[src/rtl/cam_sync_pkg.sv]
// Shared types and geometry constants for the camera sync front end.
// Latency: n/a (declarations only).
// Backpressure: n/a.
package cam_sync_pkg;

    typedef enum logic [1:0] {
        IDLE,
        HUNT,
        LOCKED
    } lock_state_t;

    localparam int PERIOD_W = 12;
    localparam int COUNT_W  = 9;

    // Camera line is two CLK cycles per VGA pixel of the 784x510 raster.
    localparam int VGA_H_TOTAL  = 784;
    localparam int VGA_V_TOTAL  = 510;
    localparam int LINE_NOM_DEF = VGA_H_TOTAL * 2;
    localparam int LINE_TOL_DEF = 8;

    function automatic logic period_in_window(
        input logic [PERIOD_W-1:0] period,
        input logic [PERIOD_W-1:0] lo,
        input logic [PERIOD_W-1:0] hi
    );
        return (period != '1) && (period >= lo) && (period <= hi);
    endfunction

endpackage

[src/rtl/cam_sync_lock_sync_filter.sv]
// Synchroniser + glitch filter + falling-edge detect for one raw sync input.
// Latency: fall pulse 2+FILT_LEN-1 cycles after the raw sample edge.
// Backpressure: none; fall is a fire-and-forget one-cycle pulse.
module sync_filter #(
    parameter int FILT_LEN = 3
) (
    input  logic clk,
    input  logic rst_n,
    input  logic din,
    output logic level,
    output logic fall
);

    localparam int CW = $clog2(FILT_LEN) + 1;

    logic          sync1;
    logic          sync2;
    logic [CW-1:0] run_cnt;

    // run_cnt counts consecutive synchronised samples disagreeing with level.
    always_ff @(posedge clk or negedge rst_n) begin
        if (!rst_n) begin
            sync1   <= 1'b1;
            sync2   <= 1'b1;
            level   <= 1'b1;
            run_cnt <= '0;
            fall    <= 1'b0;
        end else begin
            sync1 <= din;
            sync2 <= sync1;
            fall  <= 1'b0;
            if (sync2 == level) begin
                run_cnt <= '0;
            end else if (run_cnt == CW'(FILT_LEN - 1)) begin
                level   <= sync2;
                run_cnt <= '0;
                fall    <= ~sync2;
            end else begin
                run_cnt <= run_cnt + CW'(1);
            end
        end
    end

endmodule

[src/rtl/cam_sync_lock.sv]
// Camera HSYNC/VSYNC lock monitor; forwards edge pulses only while line period is stable.
// Latency: output pulses 2+FILT_LEN cycles after the raw sample edge.
// Backpressure: none; downstream VGA controller free-runs when pulses are withheld.
module cam_sync_lock
    import cam_sync_pkg::*;
#(
    parameter int FILT_LEN   = 3,
    parameter int LINE_NOM   = LINE_NOM_DEF,
    parameter int LINE_TOL   = LINE_TOL_DEF,
    parameter int LOCK_LINES = 4,
    parameter int MISS_MAX   = 2
) (
    input  logic                CLK,
    input  logic                RST_N,
    input  logic                CAM_HSYNC,
    input  logic                CAM_VSYNC,
    output logic                CamHsync_EDGE,
    output logic                CamVsync_EDGE,
    output logic [PERIOD_W-1:0] CamLinePeriod,
    output logic [COUNT_W-1:0]  CamLineCount,
    output logic                Locked,
    output logic                SyncErr
);

    localparam int GW = $clog2(LOCK_LINES + 1);
    localparam int MW = $clog2(MISS_MAX + 1);
    localparam logic [PERIOD_W-1:0] P_LO = PERIOD_W'(LINE_NOM - LINE_TOL);
    localparam logic [PERIOD_W-1:0] P_HI = PERIOD_W'(LINE_NOM + LINE_TOL);

    logic                h_level;
    logic                v_level;
    logic                hf;
    logic                vf;
    logic [PERIOD_W-1:0] period_cnt;
    logic                period_good;
    lock_state_t         state;
    logic [GW-1:0]       good_cnt;
    logic [MW-1:0]       miss_cnt;
    logic                unused_levels;

    sync_filter #(.FILT_LEN(FILT_LEN)) u_hsync_filter (
        .clk   (CLK),
        .rst_n (RST_N),
        .din   (CAM_HSYNC),
        .level (h_level),
        .fall  (hf)
    );

    sync_filter #(.FILT_LEN(FILT_LEN)) u_vsync_filter (
        .clk   (CLK),
        .rst_n (RST_N),
        .din   (CAM_VSYNC),
        .level (v_level),
        .fall  (vf)
    );

    assign unused_levels = h_level ^ v_level;
    assign period_good   = period_in_window(period_cnt, P_LO, P_HI);

    // Loading 1 on hf makes the pre-load value the exact hf-to-hf distance.
    always_ff @(posedge CLK or negedge RST_N) begin
        if (!RST_N) begin
            period_cnt    <= '0;
            CamLinePeriod <= '0;
            CamLineCount  <= '0;
        end else begin
            if (hf) begin
                period_cnt    <= PERIOD_W'(1);
                CamLinePeriod <= period_cnt;
            end else if (period_cnt != '1) begin
                period_cnt <= period_cnt + PERIOD_W'(1);
            end
            if (vf) begin
                CamLineCount <= '0;
            end else if (hf && CamLineCount != '1) begin
                CamLineCount <= CamLineCount + COUNT_W'(1);
            end
        end
    end

    always_ff @(posedge CLK or negedge RST_N) begin
        if (!RST_N) begin
            state         <= IDLE;
            good_cnt      <= '0;
            miss_cnt      <= '0;
            Locked        <= 1'b0;
            CamHsync_EDGE <= 1'b0;
            CamVsync_EDGE <= 1'b0;
            SyncErr       <= 1'b0;
        end else begin
            CamHsync_EDGE <= 1'b0;
            SyncErr       <= 1'b0;
            CamVsync_EDGE <= vf && Locked;
            if (hf) begin
                unique case (state)
                    IDLE: begin
                        state    <= HUNT;
                        good_cnt <= '0;
                    end
                    HUNT: begin
                        if (!period_good) begin
                            good_cnt <= '0;
                        end else if (good_cnt == GW'(LOCK_LINES - 1)) begin
                            state    <= LOCKED;
                            Locked   <= 1'b1;
                            good_cnt <= '0;
                            miss_cnt <= '0;
                        end else begin
                            good_cnt <= good_cnt + GW'(1);
                        end
                    end
                    LOCKED: begin
                        if (period_good) begin
                            CamHsync_EDGE <= 1'b1;
                            miss_cnt      <= '0;
                        end else begin
                            SyncErr <= 1'b1;
                            if (miss_cnt == MW'(MISS_MAX - 1)) begin
                                state    <= HUNT;
                                Locked   <= 1'b0;
                                good_cnt <= '0;
                                miss_cnt <= '0;
                            end else begin
                                miss_cnt <= miss_cnt + MW'(1);
                            end
                        end
                    end
                    default: begin
                        state  <= IDLE;
                        Locked <= 1'b0;
                    end
                endcase
            end
        end
    end

endmodule

[config.mk]
export PLATFORM = sky130hd
export DESIGN_NAME = cam_sync_lock
export DESIGN_NICKNAME = d
export VERILOG_FILES = /design/src/rtl/cam_sync_pkg.sv /design/src/rtl/cam_sync_lock_sync_filter.sv /design/src/rtl/cam_sync_lock.sv
export SDC_FILE = /design/constraint.sdc
export NUM_CORES = 1
export LEC_CHECK = 0
export BUFFER_PORTS_ARGS = -buffer_cell sky130_fd_sc_hd__clkbuf_2
export CAP_MARGIN = 5
export CORE_MARGIN = 1.5
export CORE_UTILIZATION = 46
export CTS_CLUSTER_SIZE = 40
export DETAILED_ROUTE_END_ITERATION = 8
export GPL_ROUTABILITY_DRIVEN = 0
export PLACE_DENSITY = 0.72
export SYNTH_ARGS = -nofsm -noshare
export SYNTH_HDL_FRONTEND = slang
export SYNTH_SLANG_ARGS = --single-unit
[constraint.sdc]
create_clock -name CLK -period 3.02 [get_ports CLK]
set_input_delay 0 -clock CLK [delete_from_list [all_inputs] [get_ports CLK]]
set_output_delay 0 -clock CLK [all_outputs]
set_load 0.02 [all_outputs]
==> results.json <==
{
  "coreArea_um2": 5574,
  "fmax_mhz": 483.1,
  "drive_gt1_share_pct": 27.64,
  "dieWidth_um": 79.33,
  "ys_seq_area_share_pct": 54.44,
  "cts_buffers": 9,
  "grt_pass1_wl_um": 7928,
  "powerDensity_nw_per_um2": 766.7,
  "path_delay_family": "simple AND/OR/NAND/NOR gates",
  "path_cells": "and3_1 > nand3_1 > nor2_1 > ha_1 > nor2b_1 > and3_1 > nand2_1 > xor2_1 > nor2_1",
  "clockPowerShare_pct": 32.9,
  "p_switching_uw": 741.0,
  "fin_skew_ps": 5.183,
  "grt-ovfl-total": 0,
  "syn_to_final_growth_pct": 16.53,
  "power_mw": 2.394,
  "drv_slew": 0,
  "synth_area_leaders": "dfrtp_1, mux2_2, dfstp_2, xor2_1, nor2_1",
  "die_y_um": 79.33,
  "synthArstFlopShare_pct": 100.0,
  "path_max_fanout": 7,
  "synth_xor_area_share_pct": 5.882,
  "drtIter0Drc": 107,
  "synth_most_common_cell": "dfrtp_1",
  "antenna_found_initial": 0,
  "clkSlewWorstSetupHoldPaths_ps": 60,
  "clock_latency_ps": 340,
  "status": "completed",
  "postRouteAntennaNets": 0,
  "ys_seq_elements": 58,
  "yosys-top-cells-count": "dfrtp_1, nor2_1, nand2_1, mux2_2, xor2_1",
  "tns_ps": 0,
  "grt.total_usage_pct": 16.79,
  "synth.distinct_cells": 54,
  "maxCapViolations": 0,
  "synth_top_flop_cell": "dfrtp_1",
  "hold_class": "primary input to flop",
  "clockBufferDepth": 2,
  "n_fill_cell": 487,
  "final-seq-area_um2": 1459,
  "io_buffers": 28,
  "cts_tree": "done",
  "critPathKind": "flop to flop",
  "wl_per_cell_um": 12.71,
  "route.detailed.drc": 0,
  "setup_viol": 0,
  "cp-end-kind": "flop",
  "wl_um": 4411,
  "post-synth-top-area-cell": "dfrtp_1",
  "syn-num-nets": 245,
  "synth_compound_area_share_pct": 7.610,
  "vias": 1806,
  "rows": 27,
  "rsz0062_at_grt": "false",
  "p_int_mw": 1.653,
  "synth-edff-count": 0,
  "grt_pass1_vias": 1773,
  "dp_hpwl_um": 3029,
  "p_comb_share_pct": 20.7,
  "power.leakage_nw": 1.479,
  "dieArea_um2": 6293,
  "peakVddDrop_uv": 363.9,
  "worst_pin_slew_ps": 886.4,
  "io_pins": 29,
  "n_antenna_cell": 0,
  "avgSynthCellArea_um2": 11.36,
  "yosys_warnings": 0,
  "synthAdderAreaFrac_pct": 2.334,
  "critical_path_required_ps": 3240,
  "finalNetCount": 279,
  "multi_input_area_um2": 1140,
  "fin_crit_ps": 2070,
  "synth.top_cell.area_share_pct": 48.55,
  "slowest_stage": "nor2b_1",
  "fin_crit_sh_pct": 68.54,
  "synth_cells": 236,
  "root_buffer": "clkbuf_8",
  "critical_path_arrival_ps": 2290,
  "slowest_delay_ps": 440,
  "htree_levels": 3,
  "grt_max_degree": 38,
  "dr.pass1.iters": 4,
  "finalHoldViolCount": 0,
  "initial_utilization_pct": 48.08,
  "vias_per_cell": 5.205,
  "slew_headroom_pct": 40.90,
  "synth_top_family_by_area": "simple AND/OR/NAND/NOR gates",
  "switching_share_pct": 30.95,
  "mappedNetlistArea_um2": 2680,
  "cts_setup_buffers": 0,
  "start_kind": "flop",
  "synth-simple-area-share_pct": 19.23,
  "path_buf_inv": 0,
  "synthMuxAreaShare_pct": 7.470,
  "seq_power_share_pct": 46.4,
  "cts_sinks": 58
}
power groups by stage:
stage / logic [mW] / clock network, mW / registers, mW
after detailed placement: 0.500 / 0 / 1.12
after floorplan: 0.349 / 0 / 1.13
after global routing: 0.547 / 0.847 / 1.14
after global placement: 0.483 / 0 / 1.11
after CTS: 0.504 / 0.809 / 1.11
final: 0.495 / 0.788 / 1.11
cell type report:
type	count	area share, %
flip-flops and latches	58	46.71
multi-input cells	160	36.50
repair buffers	33	5.929
clock buffers	11	4.527
well taps	72	2.885
clock inverters	5	2.484
inverters	8	0.9615
through the flow:
step	util (%)	area (um2)	hold slack, ps	setup WS [ps]	cells
after floorplan	-	2680	-295.6	1185	236
after global placement	51.56	2874	88.61	1026	328
after detailed placement	51.56	2874	88.84	948.5	328
after CTS	56.03	3123	268.7	939.7	347
after global routing	56.03	3123	287.3	750.6	347
final	56.03	3123	284.5	950.1	347
layout by cell type (no fill, tap or decap), types with 4 or more instances in the layout:
master,n
dfrtp_1,52
nor2_1,28
clkbuf_2,28
nand2_1,17
mux2_2,15
xor2_1,14
clkbuf_8,10
inv_1,7
nor2b_1,7
nand2b_1,6
and3_1,6
nand4_1,6
dfstp_2,6
nand3_1,5
ha_1,5
xnor2_1,4
a21oi_1,4
sequential cells by signal, summed over array words and instances (netlist names), 2 cells and up:
| signal | flops |
|---|---|
| good_cnt | 3 |
| u_vsync_filter.run_cnt | 3 |
| CamLinePeriod | 12 |
| state | 2 |
| u_hsync_filter.run_cnt | 3 |
| period_cnt | 12 |
| CamLineCount | 9 |
| miss_cnt | 2 |
cell families after synthesis:
| group | Yosys count |
|---|---|
| AOI/OAI and AO/OA | 27 |
| buffers and inverters | 18 |
| and+or+nand+nor | 92 |
| DFF | 58 |
| xor gates and xnor gates | 18 |
| muxes | 18 |
| adders and majority gates | 5 |
repair_timing:
action / in CTS / in global routing
resized for setup: 0 / 0
hold buffers: 3 / 0
setup endpoints to repair: 0 / 0
hold endpoints to repair: 32 / 0
per-layer routing:
metal	track usage [%]	up-vias	wire (um)
met2	25.30	39	1986
met5	0	-	0
met1	20.88	865	2122
met3	4.138	13	143
met4	12.28	0	158
li1	-	889	-
path summary, 6_finish.rpt:
path | start | cells past startpoint | slack (ps) | end
min in group asynchronous | RST_N | 2 | 310 | CamLinePeriod[7]
max reg2reg | CamLineCount[2] | 9 | 950 | CamLineCount[3]
max | CamLineCount[2] | 9 | 950 | CamLineCount[3]
max in group asynchronous | RST_N | 3 | 1900 | period_cnt[10]
min | CAM_VSYNC | 2 | 280 | u_vsync_filter.sync1
min reg2reg | u_hsync_filter.sync1 | 0 | 360 | u_hsync_filter.sync2
Power figures use the tool's default switching activity.
